## src/rtl/alu_mul_seq.sv

```systemverilog
// Iterative shift-add unsigned multiplier that borrows an external ALU's adder.
// Consumes one multiplier bit per cycle and reports the low WIDTH product bits with unsigned overflow.
module alu_mul_seq #(
    parameter int          WIDTH      = 16,
    parameter logic [3:0]  ALU_ADD_OP = 4'd2,
    parameter bit          EARLY_EXIT = 1'b0
) (
    input  logic             clk,
    input  logic             reset,
    input  logic             start,
    input  logic [WIDTH-1:0] mcand,
    input  logic [WIDTH-1:0] mplier,
    output logic [WIDTH-1:0] alu_A,
    output logic [WIDTH-1:0] alu_B,
    output logic [3:0]       alu_op,
    input  logic [WIDTH-1:0] alu_R,
    output logic [WIDTH-1:0] product,
    output logic             ovfl_out,
    output logic             isZero,
    output logic             busy,
    output logic             done
);

    localparam int              CW       = (WIDTH > 1) ? $clog2(WIDTH) : 1;
    localparam logic [CW-1:0]   LAST_CNT = CW'(WIDTH - 1);

    localparam logic [1:0] S_IDLE = 2'd0;
    localparam logic [1:0] S_RUN  = 2'd1;
    localparam logic [1:0] S_DONE = 2'd2;

    logic [1:0]       state_q,   state_d;
    logic [WIDTH-1:0] acc_q,     acc_d;
    logic [WIDTH-1:0] mc_q,      mc_d;
    logic [WIDTH-1:0] mp_q,      mp_d;
    logic [CW-1:0]    cnt_q,     cnt_d;
    logic             lost_q,    lost_d;
    logic             ov_q,      ov_d;
    logic [WIDTH-1:0] product_q, product_d;
    logic             ovfl_q,    ovfl_d;
    logic             is_zero_q, is_zero_d;

    always_comb begin
        // NOTE: every _d gets a default first so no path leaves it unassigned (no latches).
        state_d   = state_q;
        acc_d     = acc_q;
        mc_d      = mc_q;
        mp_d      = mp_q;
        cnt_d     = cnt_q;
        lost_d    = lost_q;
        ov_d      = ov_q;
        product_d = product_q;
        ovfl_d    = ovfl_q;
        is_zero_d = is_zero_q;

        case (state_q)
            S_IDLE: begin
                if (start) begin
                    mc_d    = mcand;
                    mp_d    = mplier;
                    acc_d   = '0;
                    lost_d  = 1'b0;
                    ov_d    = 1'b0;
                    cnt_d   = '0;
                    state_d = S_RUN;
                end
            end
            S_RUN: begin
                // A wrap of the sum, or adding after a set multiplicand bit fell off the top, means product >= 2^WIDTH.
                if (mp_q[0]) begin
                    acc_d = alu_R;
                    ov_d  = ov_q | (alu_R < acc_q) | lost_q;
                end
                mc_d   = mc_q << 1;
                lost_d = lost_q | mc_q[WIDTH-1];
                mp_d   = mp_q >> 1;
                cnt_d  = cnt_q + 1'b1;
                // Results are registered on entry to DONE so they are already valid while done is high.
                if ((cnt_q == LAST_CNT) || (EARLY_EXIT && (mp_d == '0))) begin
                    state_d   = S_DONE;
                    product_d = acc_d;
                    ovfl_d    = ov_d;
                    is_zero_d = (acc_d == '0);
                end
            end
            S_DONE: begin
                state_d = S_IDLE;
            end
            default: begin
                state_d = S_IDLE;
            end
        endcase
    end

    // NOTE: sequential state uses non-blocking assignments only; reset is synchronous and active-low.
    always_ff @(posedge clk) begin
        if (!reset) begin
            state_q   <= S_IDLE;
            acc_q     <= '0;
            mc_q      <= '0;
            mp_q      <= '0;
            cnt_q     <= '0;
            lost_q    <= 1'b0;
            ov_q      <= 1'b0;
            product_q <= '0;
            ovfl_q    <= 1'b0;
            is_zero_q <= 1'b1;
        end else begin
            state_q   <= state_d;
            acc_q     <= acc_d;
            mc_q      <= mc_d;
            mp_q      <= mp_d;
            cnt_q     <= cnt_d;
            lost_q    <= lost_d;
            ov_q      <= ov_d;
            product_q <= product_d;
            ovfl_q    <= ovfl_d;
            is_zero_q <= is_zero_d;
        end
    end

    assign alu_A    = acc_q;
    assign alu_B    = mc_q;
    assign alu_op   = ALU_ADD_OP;
    assign product  = product_q;
    assign ovfl_out = ovfl_q;
    assign isZero   = is_zero_q;
    assign busy     = (state_q != S_IDLE);
    assign done     = (state_q == S_DONE);

endmodule

```

## config.mk

```make
export PLATFORM = sky130hd
export DESIGN_NAME = alu_mul_seq
export DESIGN_NICKNAME = d
export VERILOG_FILES = /design/src/rtl/alu_mul_seq.sv
export SDC_FILE = /design/constraint.sdc
export NUM_CORES = 1
export LEC_CHECK = 0
export ABC_AREA = 0
export BUFFER_PORTS_ARGS = -buffer_cell sky130_fd_sc_hd__buf_2
export CORE_UTILIZATION = 35
export CTS_BUF_LIST = sky130_fd_sc_hd__clkbuf_8
export DETAILED_ROUTE_END_ITERATION = 16
export PLACE_DENSITY = 0.62
export SLEW_MARGIN = 20
export SYNTH_ARGS = -nofsm -noshare
export SYNTH_HDL_FRONTEND = slang
export SYNTH_SLANG_ARGS = --single-unit
```

## constraint.sdc

```tcl
create_clock -name clk -period 5.3 [get_ports clk]
set_input_delay 0.795 -clock clk [delete_from_list [all_inputs] [get_ports clk]]
set_output_delay 0.795 -clock clk [all_outputs]
set_load 0.01 [all_outputs]
```

# == After elaboration in Yosys (flattened, before gate mapping) ==
# Cells that the tools add are included.
# Widths: inputs -> output; s select.
# word_totals
word_cells,44
regBits,74
out_inout_bits,56
# classes
eq_ne,5
mux,17
n_lt_le_gt_ge,1
reduce_logical,7
bitwise,3
addsub,1
# ops
cell,count
$pmux 16 s2,3
$mux 16,5
$logic_not 16->1,1
$lt 16x16->1,1
$pmux 4 s2,1
$reduce_and 2->1,3
$add 4x1->4 const B,1
$eq 4x4->1 const B,1
$mux 2,2
$mux 4,1
$ne 2x2->1 const B,2
$pmux 1 s2,2
$pmux 2 s2,1
$reduce_bool 2->1,2
$or 1x1->1,3
$eq 2x1->1 const B,1
$eq 2x2->1 const B,1
$logic_not 2->1,1
$mux 1,2

# == Depth between registers and ports, before layout ==
# Gate-level depths: netlist of the first run.
# logic_depth
word_depth,5
mapped_depth,7
ltp_nobuf,7

# == Worst setup path before layout of the first run ==
# OpenSTA, ideal clock, no wires.
# synth_timing
path_kind,input port to flip-flop
start,input port alu_R[15]
end,register ov_q
setup_slack_ns,3.063
arrival_ns,2.158
stages,5
required_time_ns,5.221
setup_time_ns,0.079
cell_sequence,ha_1 -> a211oi_2 -> o221ai_1 -> or4_1 -> a211oi_2
# synth_between
elab_chain_len,5
# synth_rtl
element,line,rtl
"start, declared",16,"input logic [WIDTH-1:0] alu_R,"
$lt 16x16->1,71,ov_d = ov_q | (alu_R < acc_q) | lost_q;
$or 1x1->1 (2 in series),71,
$mux 1,69,if (mp_q[0]) begin
$pmux 1 s2,55,case (state_q)
"end signal, assigned",114,ov_q <= ov_d;
"end, declared",37,"logic ov_q, ov_d;"
# No other way between the ends.
# A chain may end at the register's enable or synchronous reset.

==> impl_results.md, run 1 <==
* Setup crit start kind: primary input
* Bufs and invs on worst path at 3
* Clk root buf: clkbuf_8
* Ys flop type: dfxtp_1
* Final antenna-violating net count at 0
* Critical path capture point type: flip-flop
* WHS Path Cells at 2
* Clock-pin transition on the worst setup and hold timing paths at 80 ps
* Synth top cells by count: dfxtp_1, nand2_1, nor2_1
* Power Dens Cells at 321 nW/um^2
* Routability cong. at 0.852
* Hpwl dp at 6650 um
* Switch share at 0.260
* Clock latency on the worst-skew pair at 350 ps
* Sum of negative setup slack at 0 ps
* Finished Layout Cells at approximately 630
* VDD IR max at 148 uV
* Io pins at 107
* Critical path type: primary input to flip-flop
* Crit path top cell by count: inv_1
* Tcrit/Tclk final at 0.470
* Gate Count Post-Synth at 408
* Synth Area in XOR/XNOR at 0
* Post-Synth Adder-Cell Area at 0.0575
* Height of the die at 102 um
* Max-cap viol count at 0
* Asr flop ratio synth at 0
* R2r setup slk at 2820 ps
* Number of synthesized flops with an enable pin at 0
* Fmax at 401 MHz
* Core area at 9730 sq um
* Layout area overhead at 23.8%
* Clock sink count at 74
* Multi-input logic area at 1800 sq um
* Largest net degree at the start of global routing at 49
* Via count of the routed design at roughly 3300
* CTS H-tree lvls at 3
* DIE WIDTH at 102 um
* Slew headroom at 0.322
* Setup Viol. Count Final at 0
* Hold Path Class: flip-flop to flip-flop
* Hold-fix buffers, CTS at 0
* RR Endpoint: alu_A[2]
* Synth Area in Compound Gates at 0.262
* Crit path DAT at 2730 ps
* Mean post-synth cell area at 8.54 sq um
* CP required at 5540 ps
* First-pass DRT Iterations at 4
* NetSw at roughly 0.36 mW
* Pint at 1.02 mW
* Register area at 1480 sq um
* CTS tree: yes
* Final hold vios at 0
* Final #Nets at 558
* Layout cell share with drive strength beyond 1 at 0.258
* Clock share of power at 0.416
* Status: complete, no violations
* Initial core utilization at 0.358
* Post-synthesis sequential area ratio at 0.425
* Crit Path Max Fanout at 32
* Die ar. at a little over 10000 sq um
* Drt total wl at 9220 um
* Initial drt markers at between 200 and 250
* Hold path startpoint: lost_q
* Antenna Cells at 0
* Synthesized area at around 3500 sq um
* Total number of yosys warnings at 0
* Synth area leaders: dfxtp_1, nand2_1, ha_1
* Gr usage total at 0.180
* Fin crit period at 2490 ps
* Worst Clk Skew at 15.9 ps
* Slew of the pin with the lowest slew margin at ~1000 ps
* Reg-to-reg startpoint: state_q[0]
* Row count at 36
* First-pass GRT wire length at 14400 um
* Yosys top cell by area: dfxtp_1
* #FFs+latches synth at 74
* RSZ-0062 raised after global routing: false
* Library cells used by synthesis at 38
* Sequence of cells on the critical path: buf_2 > inv_1 > nor2_1 > a222oi_1 > inv_1
* Wire length per cell at 14.7 um
* Crit-path slowest cell: inv_1
* Slowest stage delay, CP at 800 ps
* R2R depth at 4
* Static leakage at 2.08 nW
* PortBufs at just over 100
* DRC Markers at 0
* Vias per Instance at slightly above 5
* Slew Viols, Final at 0
* Post_cts resized at 0
* Post-CTS setup buffers at 0
* Hold Path Sink: lost_q
* Vias in the first global route at approximately 2800
* Post-synth top area share at 0.425
* Overflow after GRT at 0
* Mux contribution to synthesized area at 0.00575
* DP Cell Count at a little over 600
* CP top delay family: buffers and inverters
* Area share of and/or/nand/nor cells after synthesis at 0.179
* Initial antenna violation count at 0
* Combinational share of power at 0.142
* Flop pwr share at 0.442
* Clock buffer count from CTS at 9
* Bufs on Longest Clock Path at 2
* Fillers at approximately 980
* Main combinational cell family by area after synthesis: compound AO/OA/AOI/OAI gates
* Most common cell in the netlist: dfxtp_1
[worst max-delay path by stage]
stage          cells past startpoint       start  endpoint
2_1_floorplan                      5   alu_R[15]      ov_q
3_3_place_gp                       4       reset  alu_A[1]
3_5_place_dp                       5  state_q[1]    isZero
4_1_cts                            5  state_q[1]    isZero
5_1_grt                            5       reset   mp_q[4]
6_report                           5       reset   mp_q[4]
[cell families after synthesis]
group | Yosys count
AND/OR/NAND/NOR | 147
AO/OA/AOI/OAI | 111
flip-flops | 74
buffers and inverters | 56
adder cells (fa/ha/maj) | 16
multiplexers | 2
other | 2
[power by group through the flow]
| stage | combinational [mW] | clock [mW] | sequential [mW] |
|---|---|---|---|
| after floorplan | 0.127 | 0 | 0.625 |
| after global placement | 0.194 | 0 | 0.624 |
| after detailed placement | 0.195 | 0 | 0.625 |
| after CTS | 0.196 | 0.587 | 0.612 |
| after global routing | 0.222 | 0.609 | 0.617 |
| final | 0.197 | 0.575 | 0.612 |
[metrics by stage]
step	hold WS [ps]	power, mW	utilization	instance area (sq um)	setup WS, ps
3_5_place_dp	465	0.821	0.414	4030	2200
4_1_cts	474	1.40	0.442	4300	2130
2_1_floorplan	447	0.752	-	3490	3060
5_1_grt	487	1.45	0.443	4310	2580
6_report	471	1.38	0.443	4310	2810
3_3_place_gp	462	0.818	0.414	4030	2310
[per-layer routing]
metal  track usage  share of wire
met1         0.259           0.49
met2         0.264           0.45
met3        0.0338          0.057
met4        0.0713          0.011
met5             0              0
[layout make-up]
cell class,count,share of cell area
sequential,74,0.343
inverter,23,0.0200
tap,133,0.0386
clock inverter,7,0.0328
multi-input combinational,280,0.416
clock buffer,9,0.0287
timing repair buffer,103,0.120
[registers in the layout, indices dropped and copies added (netlist names)]
register	count
alu_B	16
ov_q	1
isZero	1
cnt_q	4
lost_q	1
alu_A	16
product	16
mp_q	16
state_q	2
ovfl_out	1
[worst reg2reg max path, stage by stage (launching register included)]
cell,delay [ps]
dfxtp_1,550
nor2b_4,640
nand2_1,200
nor2_1,760
a22o_1,270
[cells in the final DEF (no fill, tap or decap), types with 2 or more instances in the layout]
master	Yosys	final
or4_1	2	2
buf_2	9	102
a211oi_1	2	2
nor2_4	0	2
nand3_1	3	3
o21ai_0	6	6
o211ai_1	14	14
a21oi_1	15	14
nand2_1	70	69
a22o_1	18	18
o221ai_1	5	5
nor2_1	51	50
nand4_1	3	3
bufinv_16	0	4
clkbuf_8	0	9
nor3_1	3	3
a31oi_1	3	3
inv_1	22	23
a21o_1	2	2
o211a_1	15	15
conb_1	2	4
a222oi_1	4	4
nor4_1	7	7
ha_1	16	16
dfxtp_1	74	74
a311oi_1	22	22
a211oi_2	2	2
mux2i_1	2	2
and3_1	2	2
Power figures use the tool's default switching activity.
==> inputs of run 2 (changes only) <==
clock period = 2.5 ns   (was 5.3 ns; I/O delays follow)
==> impl_results.md, run 2 (synthesis gave the netlist of run 1 again) <==
* Status: complete, no violations
* Hold-fix buffers, CTS at 0
* Slowest stage delay, CP at 430 ps
* Final antenna-violating net count at 0
* Fin crit period at 2050 ps
* PortBufs at 102
* Power Dens Cells at 636 nW/um^2
* Initial drt markers at 168
* Drt total wl at around 9700 um
* DRC Markers at 0
* RSZ-0062 raised after global routing: false
* Clock buffer count from CTS at 9
* Setup Viol. Count Final at 0
* Slew of the pin with the lowest slew margin at 613 ps
* R2R depth at 7
* Die ar. at 10400 sq um
* Post-layout util at 0.443
* CTS H-tree lvls at 3
* Routability cong. at 0.817
* WHS Path Cells at 3
* Combinational share of power at 0.157
* VDD IR max at 257 uV
* Switch share at 0.280
* Worst Clk Skew at 12.4 ps
* Critical path type: flip-flop to flip-flop
* NetSw at 0.768 mW
* Max-cap viol count at 0
* Vias per Instance at 5.21
* Post_cts resized at 0
* Cell area after layout at 4310 sq um
* Final #Nets at 566
* Finished Layout Cells at 637
* DP Cell Count at 621
* Overflow after GRT at 0
* Clk root buf: clkbuf_8
* Hpwl dp at between 6000 and 7000 um
* Gr usage total at 0.187
* CP top delay family: simple AND/OR/NAND/NOR gates
* Cell count along the critical path at 7
* Core area at 9730 sq um
* WHS at 240 ps
* Post-DP Area at 4090 sq um
* Initial antenna violation count at 0
* Initial core utilization at 0.358
* Layout cell share with drive strength beyond 1 at 0.266
* Io pins at 107
* Commonest non-fill, non-tap cell in the layout: buf_2
* Clock latency on the worst-skew pair at 350 ps
* Height of the die at 102 um
* Slew headroom at 0.590
* Tcrit/Tclk final at 0.822
* Slew Viols, Final at 0
* CTS tree: yes
* Final hold vios at 0
* Bufs and invs on worst path at 1
* DIE WIDTH at 102 um
* Critical path capture point type: flip-flop
* Bufs on Longest Clock Path at 2
* Most frequent cells in the layout: buf_2, dfxtp_1, nand2_1
* Setup crit start kind: flip-flop
* Wire length per cell at 15.2 um
* Clock-pin transition on the worst setup and hold timing paths at 80 ps
* Vias in the first global route at 2971
* Fillers at 1030
* Clock share of power at 0.369
* Static leakage at between 2 and 2.5 nW
* Pint at just under 2 mW
* Sum of negative setup slack at 0 ps
* Largest net degree at the start of global routing at between 40 and 50
* Crit path DAT at 2270 ps
* Antenna Cells at 0
* Hold Path Class: primary input to flip-flop
* Crit-path slowest cell: dfxtp_1
* Row count at 36
* First-pass DRT Iterations at 4
* CP required at 2720 ps
* Sequence of cells on the critical path: inv_1 > ha_1 > nand4_1 > or3_1 > nor4_1 > or4_1 > a31oi_1
* Crit Path Max Fanout at 4
* Flop pwr share at 0.474
* Fmax at 487 MHz
* First-pass GRT wire length at 14900 um
* Via count of the routed design at 3320
* Clock sink count at 74
* Post-CTS setup buffers at 0
* Layout area overhead at 23.7%
[run 2: changes by cell type in the layout (fill, tap and decap cells not counted)]
cell	before	now
clkinvlp_4	0	1
nand2_1	69	70
bufinv_16	4	2
a21oi_1	14	15
a21oi_2	1	0
nor2b_4	1	0
buf_4	1	9
nor2_2	0	1
nor2b_2	0	1
clkinv_2	0	1
nand2_2	1	0
nor2_4	2	1
[run 2: path summary, 6_finish.rpt]
path / from / endpoint / slack (ps)
setup / recovery: alu_A[14] / ovfl_out / 450
setup reg to reg: alu_A[14] / ovfl_out / 450
hold / removal: mplier[4] / mp_q[4] / 240
hold reg to reg: lost_q / lost_q / 470
[run 2: final cells by class]
type                            count  area (sq um)  share of cell area
Sequential cell                    74          1480               0.344
Clock inverter                      7          93.8              0.0218
Timing Repair Buffer              111           578               0.134
Multi-Input combinational cell    280          1780               0.413
Clock buffer                        9           124              0.0287
Tap cell                          133           166              0.0386
Inverter                           23          86.3              0.0200
[run 2: through the flow]
stage	worst slack [ps]	total power, mW
final	446	2.74
after global routing	338	2.88
after CTS	462	2.77
after detailed placement	451	1.75
after global placement	483	1.75
after floorplan	592	1.59
[run 2: tightest hold or removal path: cells and delay by family]
| kind | cells | cell delay [ps] |
|---|---|---|
| compound gates | 1 | 50 |
| buf+inv | 2 | 130 |
[run 2: per-layer routing]
layer	wire length, um	global-route usage	vias up	share of wire
met5	0	0	-	0
met4	85	0.0613	0	0.0088
met3	519	0.0462	7	0.054
met2	4310	0.275	94	0.44
met1	4780	0.265	1569	0.49
li1	-	-	1650	-
[run 2: power by group through the flow]
| stage | Combinational [mW] | Sequential (mW) | Clock [mW] |
|---|---|---|---|
| after detailed placement | 0.428 | 1.33 | 0 |
| final | 0.430 | 1.30 | 1.01 |
| after floorplan | 0.269 | 1.33 | 0 |
| after global routing | 0.479 | 1.31 | 1.09 |
| after CTS | 0.432 | 1.30 | 1.04 |
| after global placement | 0.423 | 1.32 | 0 |
==> inputs of run 3 (changes only) <==
ABC_AREA = 1   (was 0)
PLACE_DENSITY = 0.64   (was 0.62)
clock period = 1.8 ns   (was 2.5 ns; I/O delays follow)
==> impl_results.md, run 3 <==
* Crit-path slowest cell: dfxtp_2
* Finished Layout Cells at 680
* Cell count along the critical path at 13
* CP top delay family: simple AND/OR/NAND/NOR gates
* Most common cell in the netlist: nand2_1
* Layout cell share with drive strength beyond 1 at 0.311
* Clock buffer count from CTS at 9
* Die ar. at 10900 sq um
* Critical path origin: alu_A[15]
* Final hold vios at 0
* Max-cap viol count at 0
* Layout area overhead at 21.3%
* Clock latency on the worst-skew pair at between 300 and 400 ps
* Status: complete, no violations
* Largest net degree at the start of global routing at 45
* Static leakage at 1.99 nW
* Final antenna-violating net count at 0
* Height of the die at 105 um
* Bufs on Longest Clock Path at 2
* Total number of yosys warnings at 0
* Final #Nets at about 600
* Fmax at ~640 MHz
* Antenna Cells at 0
* Most Used Layer, Global Route: met2
* Slowest stage delay, CP at 330 ps
* Commonest non-fill, non-tap cell in the layout: buf_2
* Slew Viols, Final at 0
* Critical path type: flip-flop to flip-flop
* Fillers at 1109
* VDD IR max at 535 uV
* Initial core utilization at 0.358
* #FFs+latches synth at 74
* Mean post-synth cell area at approximately 8.2 sq um
* Hold Path Class: primary input to flip-flop
* Clock sink count at 74
* DIE WIDTH at 105 um
* Most frequent cells in the layout: buf_2, nand2_1, dfxtp_1
* CP required at 2050 ps
* First-pass DRT Iterations at 4
* Core area at just over 10000 sq um
* Clock-pin transition on the worst setup and hold timing paths at 80 ps
* Tot Pwr at 3.67 mW
* Fin crit period at 1570 ps
* CTS H-tree lvls at 3
* Sum of negative setup slack at 0 ps
* Multi-input logic area at 1820 sq um
* CTS tree: yes
* Routability cong. at between 0.7 and 0.8
* Worst Clk Skew at 9.48 ps
* Io pins at 107
* Met2 usage at 0.281
* WHS Path Cells at 3
* Gr usage total at 0.171
* PortBufs at between 100 and 150
* Library cells used by synthesis at 34
* Ys flop type: dfxtp_1
* Yosys top cell by area: dfxtp_1
* Number of synthesized flops with an enable pin at 0
* Post_cts resized at 0
* Clk root buf: clkbuf_8
* Power Dens Cells at 822 nW/um^2
* Critical path capture point type: flip-flop
* Post-CTS setup buffers at 0
* Overflow after GRT at 0
* Synthesized area at 3680 sq um
* Drt total wl at 8990 um
* Bufs and invs on worst path at 3
* Hold-fix buffers, CTS at 0
* Wire length per cell at 13.2 um
* R2R depth at 13
* Tcrit/Tclk final at 0.873
* RSZ-0062 raised after global routing: false
* Post-synth top area share at 0.402
* Hold path startpoint: mplier[15]
* Via count of the routed design at 3320
* Setup Viol. Count Final at 0
* Initial drt markers at about 110
* Met1 Usage GRT at 0.219
* Synth top cells by count: nand2_1, dfxtp_1, inv_1, nor2_1, o21ai_0
* Gate Count Post-Synth at 447
* Initial antenna violation count at 0
* First-pass GRT wire length at between 10000 and 15000 um
* Synth area leaders: dfxtp_1, nand2_1, o32ai_2
* Sequence of cells on the critical path: inv_1 > ha_1 > nand2_1 > inv_1 > nand3_1 > nor3_2 > nand2_1 > nand2_1 > nand2_1 > nand2_1 > nand3_1 > nand2_1 > inv_1
* Crit path top cell by count: nand2_1
* Crit Path Max Fanout at 3
* Post-synthesis sequential area ratio at 0.402
* Hpwl dp at between 6000 and 7000 um
* Asr flop ratio synth at 0
* Vias in the first global route at 3066
* Pre-CTS setup slack at 205 ps
* Crit path DAT at 1820 ps
* Row count at 37
* Register area at 1480 sq um
* Reg-to-reg startpoint: alu_A[15]
* DRC Markers at 0
* Setup ws final at 229 ps
* Setup crit start kind: flip-flop
* DP Cell Count at 664
* Vias per Instance at 4.88
* GR met3 Demand/Resource at 0.0449
[run 3: metrics by stage]
step / cell area, sq um / hold WS [ps] / util
global route: 4470 / 177 / 0.435
global placement: 4280 / 458 / 0.416
detailed placement: 4280 / 461 / 0.416
CTS: 4450 / 124 / 0.433
finish: 4470 / 142 / 0.435
floorplan: 3690 / 408 / -
[run 3: logic make-up (layout without fill, tap and decap cells)]
group	after synthesis	count (layout)	share of synthesized area
buffers and inverters	78	173	0.110
AO/OA/AOI/OAI	122	122	0.251
adder cells (fa/ha/maj)	16	16	0.0543
AND/OR/NAND/NOR	155	155	0.180
flip-flops	74	74	0.402
other	2	4	0.00204
[run 3: final cells by class]
cell class / instances / area share
Inverter: 42 / 0.0370
Multi-Input combinational cell: 297 / 0.407
Clock buffer: 10 / 0.0308
Timing Repair Buffer: 115 / 0.147
Tap cell: 136 / 0.0381
Clock inverter: 6 / 0.00756
Sequential cell: 74 / 0.332
[run 3: final timing paths]
path / slack (ps) / endpoint
setup / recovery: 230 / ovfl_out
hold / removal: 140 / mp_q[15]
setup reg to reg: 230 / ovfl_out
hold reg to reg: 470 / mp_q[15]
[run 3: tightest hold or removal path: cells and delay by family]
kind	cells	cell delay [ps]
and+or+nand+nor	2	120
buffers and inverters	1	80
[run 3: metal layers]
metal,part of all wire,vias to the layer above,routed length [um]
li1,-,1707,-
met1,0.47,1495,4190
met2,0.45,108,4060
met3,0.070,10,629
met4,0.012,0,109
met5,0,-,0
[run 3: power breakdown]
group | switching (mW) | leakage (nW) | internal [mW]
combinational | 0.433 | 1.29 | 0.276
clock | 0.636 | 0.0892 | 0.526
sequential | 0.0655 | 0.605 | 1.74
